===== src/rtl/move_exec_unit_if.sv =====
// move_exec_unit_if: decoder strobes, operand fields, register-file port and busy/done handshake
interface move_exec_unit_if #(
    parameter int DATA_W     = 16,
    parameter int REG_ADDR_W = 3,
    parameter int IMM_W      = 8
);
    logic                  start_move;
    logic                  start_movi;
    logic [REG_ADDR_W-1:0] rd;
    logic [REG_ADDR_W-1:0] rs;
    logic [IMM_W-1:0]      imm;
    logic [REG_ADDR_W-1:0] rf_rd_addr;
    logic [DATA_W-1:0]     rf_rd_data;
    logic                  rf_we;
    logic [REG_ADDR_W-1:0] rf_wr_addr;
    logic [DATA_W-1:0]     rf_wr_data;
    logic                  busy;
    logic                  done;

    modport master (
        output start_move, start_movi, rd, rs, imm, rf_rd_data,
        input  rf_rd_addr, rf_we, rf_wr_addr, rf_wr_data, busy, done
    );

    modport slave (
        input  start_move, start_movi, rd, rs, imm, rf_rd_data,
        output rf_rd_addr, rf_we, rf_wr_addr, rf_wr_data, busy, done
    );
endinterface


===== src/rtl/move_exec_unit.sv =====
// move_exec_unit: MOVE/MOVI register-file transfer FSM; MOVI_SIGN_EXT_EN selects sign- instead of zero-extension
module move_exec_unit #(
    parameter int DATA_W     = 16,
    parameter int REG_ADDR_W = 3,
    parameter int IMM_W      = 8
) (
    input logic             clk,
    input logic             rst_n,
    move_exec_unit_if.slave bus
);
    typedef enum logic [1:0] {IDLE, READ, WRITE, DONE} state_t;

    state_t                state;
    logic                  armed;
    logic [REG_ADDR_W-1:0] rd_q;
    logic [DATA_W-1:0]     imm_ext;

`ifdef MOVI_SIGN_EXT_EN
    assign imm_ext = DATA_W'($signed(bus.imm));
`else
    assign imm_ext = DATA_W'(bus.imm);
`endif

    // Sequencer: accept a strobe once per assertion, read source, write destination, pulse done
    always_ff @(posedge clk) begin
        if (!rst_n) begin
            state           <= IDLE;
            armed           <= 1'b1;
            rd_q            <= '0;
            bus.rf_we       <= 1'b0;
            bus.done        <= 1'b0;
            bus.busy        <= 1'b0;
            bus.rf_rd_addr  <= '0;
            bus.rf_wr_addr  <= '0;
            bus.rf_wr_data  <= '0;
        end else begin
            bus.rf_we <= 1'b0;
            bus.done  <= 1'b0;
            if (!bus.start_move && !bus.start_movi)
                armed <= 1'b1;
            case (state)
                IDLE, DONE: begin
                    if (armed && (bus.start_move || bus.start_movi)) begin
                        armed    <= 1'b0;
                        rd_q     <= bus.rd;
                        bus.busy <= 1'b1;
                        if (bus.start_move) begin
                            state          <= READ;
                            bus.rf_rd_addr <= bus.rs;
                        end else begin
                            state          <= WRITE;
                            bus.rf_we      <= 1'b1;
                            bus.rf_wr_addr <= bus.rd;
                            bus.rf_wr_data <= imm_ext;
                        end
                    end else begin
                        state    <= IDLE;
                        bus.busy <= 1'b0;
                    end
                end
                READ: begin
                    state          <= WRITE;
                    bus.rf_we      <= 1'b1;
                    bus.rf_wr_addr <= rd_q;
                    bus.rf_wr_data <= bus.rf_rd_data;
                end
                WRITE: begin
                    state    <= DONE;
                    bus.done <= 1'b1;
                end
            endcase
        end
    end
endmodule


===== src/flat_wrapper.sv =====
// flat-port wrapper written by rule: the top's interface ports become plain ports
module move_exec_unit_flat 
#(
    parameter int DATA_W     = 16,
    parameter int REG_ADDR_W = 3,
    parameter int IMM_W      = 8
)
  (clk, rst_n, bus_start_move, bus_start_movi, bus_rd, bus_rs, bus_imm, bus_rf_rd_data, bus_rf_rd_addr, bus_rf_we, bus_rf_wr_addr, bus_rf_wr_data, bus_busy, bus_done);
  move_exec_unit_if #(.DATA_W(DATA_W), .REG_ADDR_W(REG_ADDR_W), .IMM_W(IMM_W)) bus_i ();
  input logic clk;
  input logic rst_n;
  input wire logic [$bits(bus_i.start_move)-1:0] bus_start_move;
  input wire logic [$bits(bus_i.start_movi)-1:0] bus_start_movi;
  input wire logic [$bits(bus_i.rd)-1:0] bus_rd;
  input wire logic [$bits(bus_i.rs)-1:0] bus_rs;
  input wire logic [$bits(bus_i.imm)-1:0] bus_imm;
  input wire logic [$bits(bus_i.rf_rd_data)-1:0] bus_rf_rd_data;
  output wire logic [$bits(bus_i.rf_rd_addr)-1:0] bus_rf_rd_addr;
  output wire logic [$bits(bus_i.rf_we)-1:0] bus_rf_we;
  output wire logic [$bits(bus_i.rf_wr_addr)-1:0] bus_rf_wr_addr;
  output wire logic [$bits(bus_i.rf_wr_data)-1:0] bus_rf_wr_data;
  output wire logic [$bits(bus_i.busy)-1:0] bus_busy;
  output wire logic [$bits(bus_i.done)-1:0] bus_done;
  assign bus_i.start_move = bus_start_move;
  assign bus_i.start_movi = bus_start_movi;
  assign bus_i.rd = bus_rd;
  assign bus_i.rs = bus_rs;
  assign bus_i.imm = bus_imm;
  assign bus_i.rf_rd_data = bus_rf_rd_data;
  assign bus_rf_rd_addr = bus_i.rf_rd_addr;
  assign bus_rf_we = bus_i.rf_we;
  assign bus_rf_wr_addr = bus_i.rf_wr_addr;
  assign bus_rf_wr_data = bus_i.rf_wr_data;
  assign bus_busy = bus_i.busy;
  assign bus_done = bus_i.done;
  move_exec_unit #(.DATA_W(DATA_W), .REG_ADDR_W(REG_ADDR_W), .IMM_W(IMM_W)) u_core (.clk(clk), .rst_n(rst_n), .bus(bus_i));
endmodule

===== config.mk =====
export PLATFORM = sky130hd
export DESIGN_NAME = move_exec_unit_flat
export DESIGN_NICKNAME = d
export VERILOG_FILES = /design/src/rtl/move_exec_unit_if.sv /design/src/rtl/move_exec_unit.sv /design/src/flat_wrapper.sv
export SDC_FILE = /design/constraint.sdc
export NUM_CORES = 1
export LEC_CHECK = 0
export ABC_AREA = 0
export CORE_ASPECT_RATIO = 0.8
export CORE_UTILIZATION = 36
export CTS_CLUSTER_DIAMETER = 120
export DETAILED_ROUTE_END_ITERATION = 10
export GPL_TIMING_DRIVEN = 0
export PLACE_DENSITY = 0.73
export SYNTH_ARGS = -nofsm -noshare
export SYNTH_HDL_FRONTEND = slang
export SYNTH_SLANG_ARGS = --single-unit

===== constraint.sdc =====
create_clock -name clk -period 1.7 [get_ports clk]
set_clock_uncertainty 0.2 [all_clocks]
set_input_delay 0.34 -clock clk [delete_from_list [all_inputs] [get_ports clk]]
set_output_delay 0.34 -clock clk [all_outputs]
set_load 0.02 [all_outputs]

==> flow_summary.json <==
{
  "post_drt_via_cell_ratio": 4.974,
  "crit_fanout": 8,
  "clock-sinks": 31,
  "die_w_um": 68.34,
  "tightest_slew_ns": 0.5020,
  "final_cell_mix": "clkdlybuf4s50_1, dfxtp_1, dlygate4sd2_1",
  "crit_type": "flop to flop",
  "r2r-end": "u_core.bus.rf_wr_data[10]",
  "grt_pass1_wl_mm": 4.795,
  "max_freq_mhz": 573.2,
  "r2r_slack_ns": -0.04,
  "cp.arrival_ns": 1.71,
  "syn_avg_cell_area_um2": 10.93,
  "crit_slowest_cell": "dfxtp_2",
  "ys_seq_elements": 31,
  "fin_crit_sh_pct": 102.6,
  "cpMostUsedCell": "buf_6",
  "slowest_delay_ns": 0.33,
  "leakagePower_nw": 0.9771,
  "hold_path_startpoint": "bus_start_move",
  "fin_crit_ns": 1.745,
  "clock_latency_ns": 0.28,
  "hpwl_mm": 2.212,
  "port_buffers": 58,
  "drv_slew": 0,
  "layout_commonest_cell": "clkdlybuf4s50_1",
  "die-area_um2": 3763,
  "syn_area_um2": 1267,
  "die_h_um": 55.07,
  "r2r-start": "u_core.state[0]",
  "h-tree-depth": 2,
  "max_slew_margin_pct": 66.39,
  "yosysUniqueCellTypes": 25,
  "hold_viol": 0,
  "powerDensity_nw_per_um2": 1020,
  "drtAntennaViolNets": 0,
  "grt_max_degree": 11,
  "drt-initial-drc-count": 18,
  "hold_depth": 2,
  "rsz0062_at_grt": "true",
  "cts_tree": "yes",
  "n_antenna_cell": 0,
  "worstPathCellList": "inv_2 > ha_4 > and4b_2 > buf_6 > nor3b_4 > buf_6 > a22o_1",
  "p_total_mw": 2.335,
  "place_congestion": 0.7292,
  "synth.net_count": 152,
  "clk_pin_slew_ns": 0.06,
  "r2r.worst_path.cells": 7,
  "grt_pass1_vias": 1073,
  "critPathRequiredTime_ns": 1.67,
  "timing.final.ws_setup_ns": -0.04454,
  "synth.yosys.seq_area_share_pct": 48.96,
  "min_path_type": "primary input to flop",
  "ir_worst_vdd_mv": 0.5679,
  "num-nets-final": 225,
  "min_to": "u_core.armed",
  "wirelength_mm": 3.424,
  "worstSetupEndpointType": "flop",
  "first_pass_iters": 3,
  "layout-drive-gt1-share_pct": 29.47,
  "wl_per_cell_um": 14.89,
  "yosysWarnings": 0,
  "worst-path-buf-inv": 3,
  "drv_cap": 0,
  "antenna_found_initial": 0,
  "pin_count": 59,
  "initial_core_util_pct": 39.36,
  "cp-start-kind": "flop",
  "crit_family": "flip-flops",
  "grtUsageTotal_pct": 18.16,
  "run_status": "finished, violations left",
  "violations": "setup timing",
  "num_vias": 1144,
  "cts_max_path_buffers": 2,
  "area_growth_pct": 80.55,
  "setup_viol": 17,
  "grt_remaining_overflow": 0,
  "place_ws_ns": -0.3963,
  "rows": 18,
  "root_buffer": "clkbuf_8",
  "drc_errors": 0,
  "fp.coreArea_um2": 3221,
  "cts_buffers": 5,
  "syn_inst": 116
}
per-stage QoR:
step           utilization, %  area, µm²  TNS [ns]  cells  hold WS, ns
2_1_floorplan               -       1358   -0.9397    116       0.2657
3_3_place_gp            61.73       1988    -6.836    214       0.2597
3_5_place_dp            61.73       1988    -7.598    214       0.2627
4_1_cts                 68.14       2195    -1.617    230       0.2772
5_1_grt                 71.06       2288    -1.589    230       0.2305
6_report                71.06       2288   -0.3774    230       0.2220
worst max path at each step:
stage	startpoint	to	slack (ns)	depth (start not counted)
3_3_place_gp	rst_n	u_core.armed	-0.34	3
2_1_floorplan	u_core.state[0]	u_core.bus.rf_wr_addr[1]	-0.06	8
4_1_cts	u_core.state[0]	u_core.bus.rf_wr_data[9]	-0.10	8
6_report	u_core.state[0]	u_core.bus.rf_wr_data[10]	-0.04	7
3_5_place_dp	rst_n	u_core.armed	-0.40	3
5_1_grt	u_core.state[0]	u_core.bus.rf_wr_data[10]	-0.12	7
per-layer routing:
metal	vias up	global-route usage [%]	share of wire, %
li1	570	-	-
met1	521	20.72	45
met2	44	29.41	46
met3	9	6.557	7.0
met4	0	10.76	2.0
met5	-	0	0
sequential cells by signal (all words and copies together) (netlist names):
signal,cells
u_core.bus.rf_wr_data,16
u_core.bus.rf_rd_addr,3
u_core.bus.rf_wr_addr,3
u_core.rd_q,3
u_core.state,2
u_core.armed,1
u_core.bus.busy,1
u_core.bus.done,1
u_core.bus.rf_we,1
power by group:
group	total, mW	switching (mW)	internal, mW
registers	0.887	0.0653	0.822
logic	0.814	0.384	0.430
clock network	0.633	0.264	0.369
total	2.33	0.714	1.62
synth_stat cells, drive strengths merged:
cell type	n	area [µm²]
nand3b	1	7.510
inv	3	11.26
nor2b	6	37.54
o31ai	11	82.58
and2	1	6.260
o211ai	1	7.510
a21oi	12	60.06
o221ai	1	8.760
and4b	1	10.01
or2	1	8.760
clkbuf	3	11.26
dfxtp	31	620.6
nand2b	2	12.51
buf	6	48.79
nor2	1	3.750
mux2i	17	170.2
a22o	8	70.07
and2b	1	7.510
nor3b	2	26.28
ha	2	25.02
a21boi	3	22.52
nand2	1	3.750
nand3	1	5.000
cell families (layout without fill, tap and decap cells):
group,Yosys count,in the layout,synth area share [%]
AOI/OAI and AO/OA,36,36,19.84
DFF,31,31,48.96
and+or+nand+nor,18,18,10.17
muxes,17,17,13.43
buffers and inverters,12,86,5.626
adders and majority gates,2,2,1.974
layout make-up:
cell class | instances | area (µm²)
inverter | 3 | 11.26
buffer | 6 | 61.31
clock buffer | 8 | 100.1
sequential | 31 | 623.1
timing repair buffer | 69 | 686.9
fill | 232 | 932.1
multi-input combinational | 73 | 755.7
tap | 40 | 50.05
timing repair:
item                                    in CTS  in global routing
pin swaps                                   10                  4
resized for setup                           43                 12
hold buffers                                 0                  0
setup buffers                                9                  0
endpoints found under the setup margin      46                 25
cloned                                       1                  1
Note: power is estimated with default switching activity, not from simulation.
